$ cat src/rtl/auto_drive_pkg.sv
// Shared state codes and direction constants for auto_drive_ctrl and the turning unit.
// TURN (4'b0111) is the code the turning unit keys on.
package auto_drive_pkg;

    typedef enum logic [3:0] {
        ST_IDLE       = 4'b0000,
        ST_FORWARD    = 4'b0001,
        ST_STOP_CHECK = 4'b0010,
        ST_EXIT       = 4'b0011,
        ST_REARM      = 4'b0100,
        ST_TURN       = 4'b0111,
        ST_FAULT      = 4'b1111
    } state_e;

    localparam logic LEFT  = 1'b0;
    localparam logic RIGHT = 1'b1;

    localparam int                 TIMER_W   = 12;
    localparam logic [TIMER_W-1:0] TIMER_MAX = '1;

    // Terminal value for a dwell of 'cycles' clocks, counted from 0.
    function automatic logic [TIMER_W-1:0] match_val(input int cycles);
        return TIMER_W'(cycles - 1);
    endfunction

endpackage

$ cat src/rtl/auto_drive_timer.sv
// 12-bit saturating up-counter with synchronous clear and a terminal-match flag.
// Shared by the settle, exit and turn-watchdog intervals.
module auto_drive_timer
    import auto_drive_pkg::*;
(
    input  logic               clk_ms,
    input  logic               rst,
    input  logic               i_clr,
    input  logic [TIMER_W-1:0] i_match,
    output logic               o_match
);

    logic [TIMER_W-1:0] r_count;

    always_ff @(posedge clk_ms) begin
        if (rst || i_clr) begin
            r_count <= '0;
        end else if (r_count != TIMER_MAX) begin
            r_count <= r_count + TIMER_W'(1);
        end
    end

    assign o_match = (r_count == i_match);

endmodule

$ cat src/rtl/auto_drive_ctrl.sv
// Autonomous drive sequencer: forward, stop-and-look, turn, clear-out.
// Define AUTO_DRIVE_TURN_TIMEOUT_EN to enable the turn watchdog and FAULT state.
//
// state      | meaning
// IDLE       | autonomous mode off
// FORWARD    | driving forward, watching front detector
// STOP_CHECK | stopped, settling before sampling detectors
// TURN       | turning unit active, waiting for finish_turning
// REARM      | one-cycle gap between the two halves of a U-turn
// EXIT       | driving forward to clear the corner
// FAULT      | turn watchdog expired (watchdog builds only)
module auto_drive_ctrl
    import auto_drive_pkg::*;
#(
    parameter int SETTLE_MS  = 200,
    parameter int EXIT_MS    = 300,
    parameter int TIMEOUT_MS = 2000
) (
    input  logic       clk_ms,
    input  logic       rst,
    input  logic       auto_en,
    input  logic       front_blocked,
    input  logic       left_blocked,
    input  logic       right_blocked,
    input  logic       finish_turning,
    output logic [3:0] state,
    output logic       left_right,
    output logic       move_forward,
    output logic [7:0] turn_count,
    output logic       fault
);

    state_e             r_state;
    state_e             w_next_state;
    logic               r_left_right;
    logic               w_next_lr;
    logic               r_uturn;
    logic               w_next_uturn;
    logic [7:0]         r_turn_count;
    logic               w_count_inc;
    logic               w_tmr_clr;
    logic               w_tmr_match;
    logic [TIMER_W-1:0] w_tmr_limit;

    always_comb begin
        case (r_state)
            ST_STOP_CHECK: w_tmr_limit = match_val(SETTLE_MS);
            ST_EXIT:       w_tmr_limit = match_val(EXIT_MS);
            default:       w_tmr_limit = match_val(TIMEOUT_MS);
        endcase
    end

    // Any state change restarts the interval, so each dwell counts from 0.
    assign w_tmr_clr = (w_next_state != r_state) || !auto_en;

    auto_drive_timer u_timer (
        .clk_ms  (clk_ms),
        .rst     (rst),
        .i_clr   (w_tmr_clr),
        .i_match (w_tmr_limit),
        .o_match (w_tmr_match)
    );

    always_comb begin
        w_next_state = r_state;
        w_next_lr    = r_left_right;
        w_next_uturn = r_uturn;
        w_count_inc  = 1'b0;
        if (!auto_en) begin
            w_next_state = ST_IDLE;
            w_next_lr    = LEFT;
            w_next_uturn = 1'b0;
        end else begin
            case (r_state)
                ST_IDLE: w_next_state = ST_FORWARD;
                ST_FORWARD: begin
                    if (front_blocked) w_next_state = ST_STOP_CHECK;
                end
                ST_STOP_CHECK: begin
                    if (w_tmr_match) begin
                        if (!front_blocked) begin
                            w_next_state = ST_FORWARD;
                        end else if (!left_blocked) begin
                            w_next_state = ST_TURN;
                            w_next_lr    = LEFT;
                        end else if (!right_blocked) begin
                            w_next_state = ST_TURN;
                            w_next_lr    = RIGHT;
                        end else begin
                            w_next_state = ST_TURN;
                            w_next_lr    = LEFT;
                            w_next_uturn = 1'b1;
                        end
                    end
                end
                ST_TURN: begin
                    if (finish_turning) begin
                        w_count_inc = 1'b1;
                        if (r_uturn) begin
                            w_next_uturn = 1'b0;
                            w_next_state = ST_REARM;
                        end else begin
                            w_next_state = ST_EXIT;
                        end
                    end
`ifdef AUTO_DRIVE_TURN_TIMEOUT_EN
                    else if (w_tmr_match) begin
                        w_next_state = ST_FAULT;
                    end
`endif
                end
                // Leaving 4'b0111 for one cycle lets the turning unit re-arm.
                ST_REARM: begin
                    w_next_state = ST_TURN;
                    w_next_lr    = LEFT;
                end
                ST_EXIT: begin
                    if (front_blocked) begin
                        w_next_state = ST_STOP_CHECK;
                    end else if (w_tmr_match) begin
                        w_next_state = ST_FORWARD;
                    end
                end
                default: w_next_state = r_state;
            endcase
        end
    end

    always_ff @(posedge clk_ms) begin
        if (rst) begin
            r_state      <= ST_IDLE;
            r_left_right <= LEFT;
            r_uturn      <= 1'b0;
            r_turn_count <= '0;
        end else begin
            r_state      <= w_next_state;
            r_left_right <= w_next_lr;
            r_uturn      <= w_next_uturn;
            if (w_count_inc) r_turn_count <= r_turn_count + 8'd1;
        end
    end

    assign state        = r_state;
    assign left_right   = r_left_right;
    assign move_forward = (r_state == ST_FORWARD) || (r_state == ST_EXIT);
    assign turn_count   = r_turn_count;
`ifdef AUTO_DRIVE_TURN_TIMEOUT_EN
    assign fault        = (r_state == ST_FAULT);
`else
    assign fault        = 1'b0;
`endif

endmodule

$ cat config.mk
export PLATFORM = sky130hd
export DESIGN_NAME = auto_drive_ctrl
export DESIGN_NICKNAME = d
export VERILOG_FILES = /design/src/rtl/auto_drive_pkg.sv /design/src/rtl/auto_drive_timer.sv /design/src/rtl/auto_drive_ctrl.sv
export SDC_FILE = /design/constraint.sdc
export NUM_CORES = 1
export LEC_CHECK = 0
export ABC_AREA = 1
export CAP_MARGIN = 20
export CORE_UTILIZATION = 54
export DETAILED_ROUTE_END_ITERATION = 7
export PLACE_DENSITY_LB_ADDON = 0.12
export SYNTH_ARGS = -nofsm -noshare
export SYNTH_HDL_FRONTEND = slang
export SYNTH_SLANG_ARGS = --single-unit
$ cat constraint.sdc
create_clock -name clk_ms -period 2.15 [get_ports clk_ms]
set_input_delay 0.215 -clock clk_ms [delete_from_list [all_inputs] [get_ports clk_ms]]
set_output_delay 0.215 -clock clk_ms [all_outputs]
set_load 0.005 [all_outputs]
### Word level (Yosys, flattened, before mapping)

Cells that the tools add are included.

| operators by class | value |
|---|---|
| add/subtract/negate cells | 2 |
| eq/ne operators | 13 |
| muxes and demuxes | 24 |
| bitwise operators | 1 |
| reductions and logical operators | 10 |

Operators by type and width:

| kind | count |
|---|---|
| $mux 4 | 6 |
| $pmux 4 s6 | 1 |
| $pmux 11 s2 | 1 |
| $add 12x1->12 const B | 1 |
| $eq 12x11->1 | 1 |
| $mux 1 | 12 |
| $ne 12x12->1 const B | 1 |
| $add 8x1->8 const B | 1 |
| $eq 4x2->1 const B | 2 |
| $eq 4x3->1 const B | 2 |
| $ne 2x2->1 const B | 4 |
| $mux 3 | 2 |
| $reduce_and 6->1 | 1 |
| $eq 4x1->1 const B | 1 |
| $logic_not 4->1 | 1 |
| $ne 4x4->1 | 1 |
| $pmux 1 s2 | 2 |
| $reduce_bool 2->1 | 2 |
| $logic_or 1x1->1 | 3 |
| $reduce_and 3->1 | 1 |
| $ne 2x1->1 const B | 1 |
| $reduce_or 2->1 | 1 |
| $logic_not 1->1 | 1 |
| $not 1->1 | 1 |

| storage, ports and cells | value |
|---|---|
| bits in registers | 26 |
| word-level logic and storage cells | 55 |

### Depth between registers and ports, before layout

Gate-level depths: netlist of the first run.

| depth | value |
|---|---|
| depth in word-level cells | 10 |
| depth in mapped cells | 16 |
| gate-level depth less buffers | 15 |

### Hierarchy

A second synthesis of the first run with hierarchy kept.

| second synthesis, totals | value |
|---|---|
| cell total of the unflattened synthesis | 257 |
| area total of the unflattened synthesis | 1,710.4 sq um |

Modules (own cells, without submodules):

| module | instances | cells each | area each (sq um) | sequential area each (sq um) |
|---|---|---|---|---|
| auto_drive_ctrl | 1 | 143 | 922.1 | 280.3 |
| auto_drive_timer | 1 | 114 | 788.3 | 240.2 |

### Worst setup path before layout of the first run

OpenSTA, ideal clock, no wires.

| timing path | value |
|---|---|
| path kind | flip-flop to flip-flop |
| start point | register u_timer.r_count[0] |
| end point | register u_timer.r_count[8] |
| library setup time | 62 ps |
| arrival | 1,675 ps |
| data required time | 2,088 ps |
| path slack | 413 ps |
| stages on the path, launching flop included | 15 |
| buffers on the path | 1 |
| period minus slack after synthesis | 1,737 ps |
| cell sequence | dfxtp_1 > ha_1 > inv_1 > nor3_1 > nand3_2 > nor2_4 > nand3_2 > nand2_2 > nand2_2 > nand2_1 > nand2_1 > nor2_2 > nand2_2 > buf_6 > nor2_2 |

| on the way | value |
|---|---|
| cells in the longest elaborated chain, start to end | 8 |
| elaborated cells between the ends (all ways) | 11 |

Ends and longest elaborated chain:

| what | RTL line | RTL |
|---|---|---|
| from (decl) | auto_drive_timer.sv:13 | `logic [TIMER_W-1:0] r_count;` |
| from (signal assigned) | auto_drive_timer.sv:19 | `r_count <= r_count + TIMER_W'(1);` |
| $eq 12x11->1 | auto_drive_timer.sv:23 | `assign o_match = (r_count == i_match);` |
| $mux 4 | auto_drive_ctrl.sv:120 | `end else if (w_tmr_match) begin` |
| $mux 4 | auto_drive_ctrl.sv:118 | `if (front_blocked) begin` |
| $pmux 4 s6 | auto_drive_ctrl.sv:74 | `case (r_state)` |
| $mux 4 | auto_drive_ctrl.sv:69 | `if (!auto_en) begin` |
| $ne 4x4->1 | auto_drive_ctrl.sv:54 | `assign w_tmr_clr = (w_next_state != r_state) \|\| !auto_en;` |
| $logic_or 1x1->1 | auto_drive_ctrl.sv:54 |  |
| $logic_or 1x1->1 | auto_drive_timer.sv:16 | `if (rst \|\| i_clr) begin` |

Parallel ways exist; a longest one is shown, timed or not.
A chain may end at the register's enable or synchronous reset.

### Worst setup path in the final report of the first run

| timing path | value |
|---|---|
| start point | register u_timer.r_count[0] |
| end point | register u_timer.r_count[11] |

The elaborated chain is that of the path after synthesis.

==> flow_summary.toml, run 1 <==
[setup_path]
setup.worst_path.end_class = "flip-flop"
worst-path-max-fanout = 12
worstSetupStartpointType = "flip-flop"
worst-setup-path-type = "reg2reg"
reg2reg_slack_ns = 0.18
worstPathArrival_ns = 2.25
cp_data_required_time_ns = 2.43

[global_routing]
overflow = 0
antenna_found_initial = 0
grt_max_degree = 16
first_global_vias = 1381
global_route_wire_length_before_repair_um = 5790
grt.total_usage = 0.226

[route]
drt_first_iter_violations = 57
highest_layer = "met4"
dr.pass1.iters = 4
detailed_route_via_count = 1543
drt_wl_total_um = 3490
drt.antenna.violating_nets = 0
vias_per_cell = 5.28
route.detailed.drc = 0
dr_wl_met2_um = 1510
routedWlPerCell_um = 11.9
route.layer.met1.wl_um = 1780
dr_wl_met3_um = 137

[yosys]
synth_seq_cells = 26
synthDominantAreaCellType = "dfxtp_1"
synth_area_per_cell_sq_um = 6.75
ys_async_sr_fraction = 0
synth_area_leaders = "dfxtp_1 (32%), nand2_1 (8.8%), inv_1 (7.7%)"
seq_area_frac_synth = 0.323
yosys.area.top_type_share = 0.323
primary_flip_flop_cell_chosen_by_synthesis_mapping = "dfxtp_1"
post_synth_num_cell_types = 32
synthesis.area_sq_um = 1610
syn_inst = 239
number_of_enable_flip_flop_cells_after_synthesis = 0
ys.warnings.count = 0
mappedNetlistNets = 248

[cts]
cts_sinks = 26
cts_buffer_depth = 2
postCtsSetupRepairBufs = 0
clk_lat_worst_skew_ns = 0.34
numCtsBuffers = 3
buffer_cell_driving_the_clock_tree_root = "clkbuf_4"
ctsHtreeMaxLevel = 1
tritoncts = "done"
clkSlewWorstSetupHoldPaths_ns = 0.16

[sta]
final_slew_viol_count = 0
finalSetupViolations = 0
timing_hold_violations_final = 0
period_needed_ns = 1.97
timing.setup.tns_ns = 0
period_share = 0.918
largest_clock_skew_in_the_final_design_ns = 0.0124
worst_slack_setup_final_ns = 0.176
max_clock_freq_ghz = 0.507
grt_setup_unrepaired = "no"

[pwr]
vdd_drop_max_mv = 0.755
power.density_cell_area_nw_per_um2 = 478
power_leakage_nw = 0.763

[layout]
layout-drive-gt1-share = 0.172
syn_to_final_growth_pct = 17.4
nFillCells = 255
num_antenna_cells = 0
finalNetCount = 271

[placement]
preCtsSetupSlack_ns = 0.144
post-dp-hpwl_um = 2640
io_buffer_count = 20
gpl.final_weighted_congestion = 0.875

[run_status]
result_of_the_run = "completed"

[die]
rows = 19
top_level_ports = 22
die_area_sq_um = 3210
initial_utilization = 0.580
coreArea_sq_um = 2780
die_y_um = 56.7
fp.dieW_um = 56.7

[run]
count_of_maximum_capacitance_violations = 0

[hold_path]
hold_path.class = "in2reg"
## cell families after synthesis
kind of cell | Yosys count | share of synthesized area
simple gates | 135 | 0.428
flops | 26 | 0.323
xor+xnor | 5 | 0.0272
fa+ha+maj | 2 | 0.0155
buf+inv | 40 | 0.102
other cells | 1 | 0.00233
compound gates | 30 | 0.102
## worst max-delay path, stage by stage, from the launching register on
cell	delay [ns]
dfxtp_1	0.41
ha_1	0.21
inv_1	0.08
nor3_1	0.24
nand3_2	0.13
nor2_4	0.11
nand3_2	0.08
nand2_2	0.08
nand2_2	0.05
nand2_1	0.06
nand2_1	0.06
nor2_2	0.14
nand2_4	0.15
nor2_2	0.11
## what timing repair did
action	in CTS	in global routing
hold buffers	0	0
endpoints found under the hold margin	0	0
setup endpoints to repair	0	12
gates resized for setup	0	1
## synthesized netlist by cell type (all sizes together) (2+ instances only)
master / count
nand2: 49
nor4: 2
xor2: 5
a31oi: 2
nor3: 7
ha: 2
nand4: 3
o21ai: 15
a21oi: 9
dfxtp: 26
nand3: 26
nand3b: 2
inv: 36
buf: 3
nor2: 45
## metal layers
metal | up-vias | GRT usage
met2 | 39 | 0.358
met5 | - | 0
met1 | 688 | 0.312
met4 | 0 | 0.0627
met3 | 9 | 0.0415
li1 | 807 | -
## flip-flops by register name, indices dropped and copies added (netlist names)
register and cells:
left_right 1, turn_count 8, r_uturn 1, u_timer.r_count 12
state 4
## path summary, 6_finish.rpt
check | start | end | cells past startpoint
max | u_timer.r_count[0]$_SDFFE_PP0P_ | u_timer.r_count[11]$_SDFFE_PP0P_ | 13
min | right_blocked | r_uturn$_SDFFE_PP0P_ | 3
max reg2reg | u_timer.r_count[0]$_SDFFE_PP0P_ | u_timer.r_count[11]$_SDFFE_PP0P_ | 13
min reg2reg | r_uturn$_SDFFE_PP0P_ | r_uturn$_SDFFE_PP0P_ | 2
## where the power goes
group / leakage, nW / internal, W / total, W / switching (W)
clock network: 0.0279 / 0.000189 / 0.000346 / 0.000157
logic: 0.525 / 0.0000289 / 0.0000685 / 0.0000396
registers: 0.210 / 0.000485 / 0.000491 / 0.00000544
## metrics by stage
step | cell area (sq um) | hold WS (ns) | std cells | utilization | power (W)
after floorplan | 1610 | 0.287 | 239 | - | 0.000543
after global placement | 1840 | 0.459 | 288 | 0.660 | 0.000567
after detailed placement | 1840 | 0.467 | 288 | 0.660 | 0.000568
after CTS | 1890 | 0.480 | 292 | 0.679 | 0.000910
after global routing | 1890 | 0.485 | 292 | 0.681 | 0.000936
final | 1890 | 0.477 | 292 | 0.681 | 0.000905
## cell usage in the layout (no fill, tap or decap), types with 3 or more instances in the layout
cell / count
nor3_1: 6
dfxtp_1: 26
o21ai_0: 14
inv_2: 3
nor2_2: 15
clkdlybuf4s50_1: 20
nand3_2: 6
clkbuf_4: 3
nor2_1: 28
inv_1: 33
nand2_2: 9
a21oi_1: 9
xor2_1: 5
nand4_1: 3
nand3_1: 20
nand2_1: 38
## layout make-up
class	instances	area, sq um	area share
Sequential cell	26	520	0.275
Multi-Input combinational cell	173	933	0.493
Clock inverter	1	30.0	0.0159
Timing Repair Buffer	21	208	0.110
Clock buffer	3	22.5	0.0119
Tap cell	31	38.8	0.0205
Inverter	37	140	0.0740
Power figures use the tool's default switching activity.
==> inputs of run 2 (changes only) <==
Settings changed: CTS_BUF_LIST set to sky130_fd_sc_hd__clkbuf_2.
==> run 2 against run 1 <==
Effect of this change: critical path depth stayed put; register-to-register slack lost 0.03 ns; routed wire length decreased by 0.77%; clock skew is 0.0063 ns higher; count of clock-buffer cells in the layout is the same; worst hold slack got worse by 0.056 ns; worst setup slack worse by 0.028 ns; via count up 0.45%; clock power is 9.2% lower; largest power group unchanged; highest routed layer unchanged.
==> flow_summary.toml, run 2 (same netlist as run 1, synthesis figures left out) <==
[sta]
largest_clock_skew_in_the_final_design_ns = 0.0187
final_slew_viol_count = 0
timing_hold_violations_final = 0
whs_ns = 0.420
period_needed_ns = 2.00
timing.setup.tns_ns = 0
max_clock_freq_ghz = 0.500
finalSetupViolations = 0
period_share = 0.931
grt_setup_unrepaired = "no"

[placement]
gpl.final_weighted_congestion = 0.875
post-dp-hpwl_um = 2640
dpl-instance-area_sq_um = 1840
io_buffer_count = 20

[pwr]
power.density_cell_area_nw_per_um2 = 464
power.total_w = 0.000875
power_leakage_nw = 0.761
vdd_drop_max_mv = 0.716

[hold_path]
worst_hold_path.num_cells = 3
hold_path.class = "in2reg"

[die]
die_y_um = 56.7
top_level_ports = 22
rows = 19
initial_utilization = 0.580
fp.dieW_um = 56.7
coreArea_sq_um = 2780
die_area_sq_um = 3210

[cts]
tritoncts = "done"
numCtsBuffers = 3
clkSlewWorstSetupHoldPaths_ns = 0.27
cts_sinks = 26
buffer_cell_driving_the_clock_tree_root = "clkbuf_2"
ctsHtreeMaxLevel = 1
clk_lat_worst_skew_ns = 0.37
cts_buffer_depth = 2

[setup_path]
setup.worst_path.end_class = "flip-flop"
cp_max_stage_cell = "dfxtp_1"
slowest_delay_ns = 0.44
worst-path-max-fanout = 12
cp_data_required_time_ns = 2.46
worstSetupStartpointType = "flip-flop"
worst-setup-path-type = "reg2reg"
worstRegToRegCells = 13
worstPathArrival_ns = 2.32
timing.critical_path.cells = "ha_1 > inv_1 > nor3_1 > nand3_2 > nor2_4 > nand3_2 > nand2_2 > nand2_2 > nand2_1 > nand2_1 > nor2_2 > nand2_4 > nor2_1"

[route]
dr.pass1.iters = 4
routedWlPerCell_um = 11.8
drt.antenna.violating_nets = 0
route.detailed.drc = 0
drt_wl_total_um = 3460
vias_per_cell = 5.31
drt_first_iter_violations = 54
detailed_route_via_count = 1550

[layout]
layout-drive-gt1-share = 0.172
final_core_util = 0.678
mostFrequentLayoutCell = "nand2_1"
fin_area_sq_um = 1890
finalNetCount = 271
final_cell_mix = "nand2_1 (38), inv_1 (33), nor2_1 (28)"
largest_register = "u_timer.r_count"
syn_to_final_growth_pct = 16.9
largest_reg_flops = 12
num_antenna_cells = 0

[run]
count_of_maximum_capacitance_violations = 0

[global_routing]
first_global_vias = 1371
grt.total_usage = 0.224
grt_max_degree = 16
antenna_found_initial = 0
overflow = 0
global_route_wire_length_before_repair_um = 5770

[run_status]
result_of_the_run = "completed"
run 2: cell counts in the layout (fill, tap and decap cells not counted):
Identical to the previous run, type by type.
run 2: stage by stage:
step | setup WS, ns | cells
final | 0.148 | 292
after global routing | 0.0145 | 292
after CTS | 0.0830 | 292
after detailed placement | 0.144 | 288
after global placement | 0.240 | 288
after floorplan | 0.413 | 239
run 2: report_power, final:
group          total [W]  switching [W]  internal, W
Sequential      0.000492     0.00000538     0.000487
Clock           0.000314       0.000155     0.000160
Combinational  0.0000684      0.0000395    0.0000289
run 2: path summary, 6_finish.rpt:
check | from | end | slack (ns)
max | u_timer.r_count[0]$_SDFFE_PP0P_ | u_timer.r_count[1]$_SDFFE_PP0P_ | 0.15
min | right_blocked | r_uturn$_SDFFE_PP0P_ | 0.42
max reg2reg | u_timer.r_count[0]$_SDFFE_PP0P_ | u_timer.r_count[1]$_SDFFE_PP0P_ | 0.15
min reg2reg | r_uturn$_SDFFE_PP0P_ | r_uturn$_SDFFE_PP0P_ | 0.49
run 2: worst max-delay path, delay by kind of cell (launching register included):
kind | cells | cell delay (ns)
adder cells (fa/ha/maj) | 1 | 0.21
buffers and inverters | 1 | 0.08
AND/OR/NAND/NOR | 11 | 1.21
flip-flops | 1 | 0.44
run 2: area by class of cell:
class / instances / area [sq um]
multi-input cells: 173 / 933
fillers: 258 / 896
flip-flops and latches: 26 / 520
repair buffers: 21 / 208
inverters: 37 / 140
well taps: 31 / 38.8
clock inverters: 1 / 30.0
clock buffers: 3 / 15.0
run 2: per-layer routing:
layer / share of wire / routed length [um] / global-route usage
met1: 0.50 / 1740 / 0.314
met5: 0 / 0 / 0
met2: 0.44 / 1510 / 0.356
met3: 0.047 / 161 / 0.0415
met4: 0.013 / 44 / 0.0523
run 2: timing repair:
item,4_1_cts,5_1_grt
setup buffers,0,0
setup endpoints to repair,0,12
hold buffers,0,0
resized for setup,0,1
